`config.mk`:
```
export PLATFORM = sky130hd
export DESIGN_NAME = seq_multiplier
export DESIGN_NICKNAME = d
export VERILOG_FILES = /design/src/rtl/seq_multiplier_pkg.sv /design/src/rtl/seq_multiplier.sv
export SDC_FILE = /design/constraint.sdc
export NUM_CORES = 1
export LEC_CHECK = 0
export ABC_AREA = 1
export BUFFER_PORTS_ARGS = -buffer_cell sky130_fd_sc_hd__buf_2
export CORE_MARGIN = 10
export CORE_UTILIZATION = 61
export CTS_CLUSTER_DIAMETER = 50
export DETAILED_ROUTE_END_ITERATION = 10
export GPL_TIMING_DRIVEN = 1
export PLACE_DENSITY = 0.9
export RECOVER_POWER = 50
export SYNTH_ARGS = -nofsm -noshare
export SYNTH_HDL_FRONTEND = slang
export SYNTH_SLANG_ARGS = --single-unit
```
`constraint.sdc`:
```
create_clock -name clk -period 4 [get_ports clk]
set_input_delay 0.4 -clock clk [delete_from_list [all_inputs] [get_ports clk]]
set_output_delay 0.4 -clock clk [all_outputs]
set_load 0.005 [all_outputs]
```
`src/rtl/seq_multiplier_pkg.sv`:
```
// Shared types and defaults for the radix-2 sequential multiplier.
package seq_multiplier_pkg;

  typedef enum logic [1:0] {
    IDLE = 2'd0,
    RUN  = 2'd1,
    DONE = 2'd2
  } state_t;

  localparam int DEFAULT_WIDTH = 8;

endpackage

```
`src/rtl/seq_multiplier.sv`:
```
// Radix-2 shift-add sequential multiplier, one multiplier bit per RUN cycle.
// Define SEQ_MULTIPLIER_SIGNED_EN to add the is_signed port (two's complement mode).
module seq_multiplier
  import seq_multiplier_pkg::*;
#(
  parameter int WIDTH = DEFAULT_WIDTH
) (
  input  logic               clk,
  input  logic               rst_n,
  input  logic               start,
  input  logic [WIDTH-1:0]   a,
  input  logic [WIDTH-1:0]   b,
`ifdef SEQ_MULTIPLIER_SIGNED_EN
  input  logic               is_signed,
`endif
  output logic               ready,
  output logic               busy,
  output logic               done,
  output logic [2*WIDTH-1:0] product
);

  localparam int CW = $clog2(WIDTH + 1);
  localparam logic [CW-1:0] LAST = CW'(WIDTH);

  state_t               r_state;
  state_t               w_nextState;
  logic [CW-1:0]        r_cnt;
  logic [CW-1:0]        w_cntNext;
  logic                 w_lastStep;
  logic                 w_accept;
  logic                 w_isSignedIn;
  logic                 r_isSigned;
  logic [2*WIDTH-1:0]   r_acc;
  logic [2*WIDTH-1:0]   r_mcand;
  logic [WIDTH-1:0]     r_mplier;
  logic [2*WIDTH-1:0]   w_mcandInit;
  logic [2*WIDTH-1:0]   w_partial;
  logic [2*WIDTH-1:0]   w_accNext;

`ifdef SEQ_MULTIPLIER_SIGNED_EN
  assign w_isSignedIn = is_signed;
`else
  assign w_isSignedIn = 1'b0;
`endif

  assign w_accept    = start & ready;
  assign w_cntNext   = r_cnt + 1'b1;
  assign w_lastStep  = (w_cntNext == LAST);
  assign w_mcandInit = {{WIDTH{w_isSignedIn & a[WIDTH-1]}}, a};
  assign w_partial   = r_mplier[0] ? r_mcand : '0;
  // In signed mode the multiplier MSB carries weight -2^(WIDTH-1), so the last partial is subtracted.
  assign w_accNext   = (w_lastStep && r_isSigned) ? (r_acc - w_partial) : (r_acc + w_partial);

  always_ff @(posedge clk or negedge rst_n) begin
    if (!rst_n) begin
      r_state <= IDLE;
    end else begin
      r_state <= w_nextState;
    end
  end

  always_comb begin
    w_nextState = r_state;
    ready       = 1'b1;
    busy        = 1'b0;
    done        = 1'b0;
    case (r_state)
      IDLE: begin
        if (start) w_nextState = RUN;
      end
      RUN: begin
        ready = 1'b0;
        busy  = 1'b1;
        if (w_lastStep) w_nextState = DONE;
      end
      DONE: begin
        done        = 1'b1;
        w_nextState = start ? RUN : IDLE;
      end
      default: w_nextState = IDLE;
    endcase
  end

  // Operands are captured on acceptance so later input changes cannot disturb a running product.
  always_ff @(posedge clk or negedge rst_n) begin
    if (!rst_n) begin
      r_cnt      <= '0;
      r_isSigned <= 1'b0;
      r_acc      <= '0;
      r_mcand    <= '0;
      r_mplier   <= '0;
      product    <= '0;
    end else if (w_accept) begin
      r_cnt      <= '0;
      r_isSigned <= w_isSignedIn;
      r_acc      <= '0;
      r_mcand    <= w_mcandInit;
      r_mplier   <= b;
    end else if (r_state == RUN) begin
      r_cnt    <= w_cntNext;
      r_acc    <= w_accNext;
      r_mcand  <= r_mcand << 1;
      r_mplier <= r_mplier >> 1;
      if (w_lastStep) product <= w_accNext;
    end
  end

endmodule

```
==> flow_metrics.tcl <==
set metrics [dict create \
    status "complete, no violations" \
    die-width_um 96.2 \
    grt_pass1_vias 3094 \
    end_kind "register" \
    cap_violations 0 \
    ctsLongestPathBuffers 2 \
    cts-resized-gates 0 \
    ys.flop_type "dfrtp_1" \
    syn2layout_area_growth_pct 10.4 \
    max_slew_margin_pct 48.1 \
    p_leak_nw 2.31 \
    grtUsageMet2_pct 31.1 \
    tightest_slew_ps 776 \
    setup_violations 0 \
    cts.sinks 62 \
    peakVddDrop_uv 359 \
    numPortBuffers 37 \
    cts_tree "done" \
    power_frac_seq_pct 40.2 \
    drv_slew 0 \
    cp_max_fo 17 \
    initial_core_util_pct 63.6 \
    p_comb_share_pct 41.8 \
    r2r_slack_ps 1720 \
    grt.busiest_layer "met2" \
    regToRegEndpoint "product[10]" \
    routed-via-count 3121 \
    synth-seq-cells 62 \
    rows 27 \
    grt_max_degree 63 \
    n_antenna_cell 0 \
    maxClockFrequency_mhz 438 \
    overflow 0 \
    avgRoutedWirePerCell_um 13.9 \
    finalNonFillerCells 586 \
    ys_seq_area_share_pct 43.8 \
    synth-edff-count 0 \
    ant_nets 0 \
    clock_latency_ps 360 \
    switchingPower_mw 1.18 \
    period_needed_ps 2280 \
    pre_cts_slack_ps 1740 \
    fillers 443 \
    drt-initial-drc-count 278 \
    avgSynthCellArea_um2 7.51 \
    hold_ws_ps 180 \
    fp.coreArea_mm2 0.00557 \
    switching_share_pct 43.2 \
    setup_slack_ps 1720 \
    postPlaceCellArea_mm2 0.00374 \
    p_int_mw 1.55 \
    clkTransAtPathRegs_ps 70 \
    globalRouteMet1Util_pct 24.2 \
    synth_cell_type_count 36 \
    cts_setup_buffers 0 \
    grt_antenna_before_repair 0 \
    crit_arrival_ps 2540 \
    ys_async_sr_fraction_pct 100 \
    dieArea_mm2 0.00926 \
    io_pins 38 \
    root_buffer "clkbuf_8" \
    r2r-start "r_mplier[0]" \
    use_met3_pct 3.81 \
    fin_skew_ps 8.28 \
    grt_pass1_wl_um 14000 \
    r2r_cells 14 \
    cts_buffers 9 \
    setup_tns_ps 0 \
    period_share_pct 57.1 \
    utilization_pct 70.2 \
    start_kind "register" \
    hpwl_um 5890 \
    dp.cells 570 \
    required_ps 4250 \
    p_total_mw 2.73 \
    ys_warn_count 0 \
    p_clk_share_pct 17.9 \
    fin_area_mm2 0.00391 \
    synth_area_mm2 0.00354 \
    powerDensity_mw_per_mm2 697 \
    worst-setup-path-type "register to register" \
    nets 545 \
    synth_fp_nets 508 \
    rsz0062_at_grt "false" \
    drive_above_1_share_pct 12.6 \
    vias_per_cell 5.33 \
    h-tree-depth 3 \
    wl_um 8170 \
    firstDrtPassIters 5 \
    gp_congestion 0.906 \
    syn_inst 472 \
    hold_buffers 0 \
    hold_viol 0 \
    hold_class "input port to async pin" \
    drc 0 \
    die_h_um 96.2 \
    gr-usage-all-layers_pct 19.3 \
]
[worst max-delay path, cell delays in order, from the launching register on]
cell,delay (ps)
dfrtp_1,570
nand2_1,130
inv_1,50
ha_1,220
fa_1,430
nand2_1,100
nand2_1,50
nand3b_1,70
nand2_1,100
nand2_1,130
nand2_1,90
nand2_1,70
nand2_1,50
nand2_1,60
nand2_1,50
[metal layers]
metal / vias to the layer above / part of all wire, %
li1: 1536 / -
met1: 1450 / 44
met2: 115 / 47
met3: 20 / 6.6
met4: 0 / 2.2
met5: - / 0
[worst max-delay path by stage]
stage / startpoint / endpoint / slack, ps / cells past startpoint
floorplan: r_mplier[0] / r_acc[13] / 2050 / 13
global placement: r_mplier[0] / product[10] / 1860 / 14
detailed placement: r_mplier[0] / product[10] / 1740 / 14
CTS: r_mplier[0] / product[10] / 1730 / 14
global route: r_mplier[0] / product[10] / 1510 / 14
finish: r_mplier[0] / product[10] / 1720 / 14
[registers in the layout, summed over array words and instances (netlist names)]
name      cells
product      16
r_mcand      16
r_acc        16
r_mplier      8
r_state       2
r_cnt         4
[cells in the mapped netlist, drive strengths merged (3+ instances only)]
| library cell | number | area share (%) |
|---|---|---|
| a21oi | 10 | 1.4 |
| nor2 | 16 | 2.4 |
| o22ai | 6 | 1.1 |
| buf | 10 | 2.1 |
| inv | 66 | 7.2 |
| nand2 | 209 | 23 |
| ha | 16 | 5.6 |
| dfrtp | 62 | 44 |
| xor2 | 9 | 2.4 |
| a22o | 3 | 0.74 |
| nand3 | 40 | 5.8 |
| o21ai | 11 | 1.6 |
[power groups by stage]
stage          registers [mW]  logic [mW]  clock network [mW]
2_1_floorplan            1.06       0.840                   0
3_3_place_gp             1.08        1.08                   0
3_5_place_dp             1.10        1.13                   0
4_1_cts                  1.09        1.14               0.494
5_1_grt                  1.13        1.30               0.521
6_report                 1.10        1.14               0.490
[cell type report]
cell class | instances | area (µm²) | share of cell area [%]
Tap cell | 72 | 90.1 | 2.30
Clock inverter | 6 | 46.3 | 1.18
Sequential cell | 62 | 1550 | 39.7
Inverter | 66 | 255 | 6.52
Multi-Input combinational cell | 332 | 1650 | 42.3
Clock buffer | 10 | 128 | 3.26
Timing Repair Buffer | 38 | 188 | 4.80
[logic make-up after synthesis]
logic type | count (synthesis) | synth area share (%)
AOI/OAI and AO/OA | 34 | 5.65
xor gates and xnor gates | 9 | 2.44
adders and majority gates | 17 | 6.21
buffers and inverters | 78 | 9.53
DFF | 62 | 43.8
and+or+nand+nor | 272 | 32.4
[placed cells by master, fill, tap and decap left out, types with 3 or more instances in the layout]
cell and n:
nand2_1 202, inv_1 63, dfrtp_1 62, nand3_1 39
buf_2 33, ha_1 16, nor2_1 13, o21ai_0 11
a21oi_1 10, clkbuf_8 9, xor2_1 8, o22ai_1 6
nand2_2 5, clkbuf_1 5, a22o_1 3
Note: power is estimated with default switching activity, not from simulation.
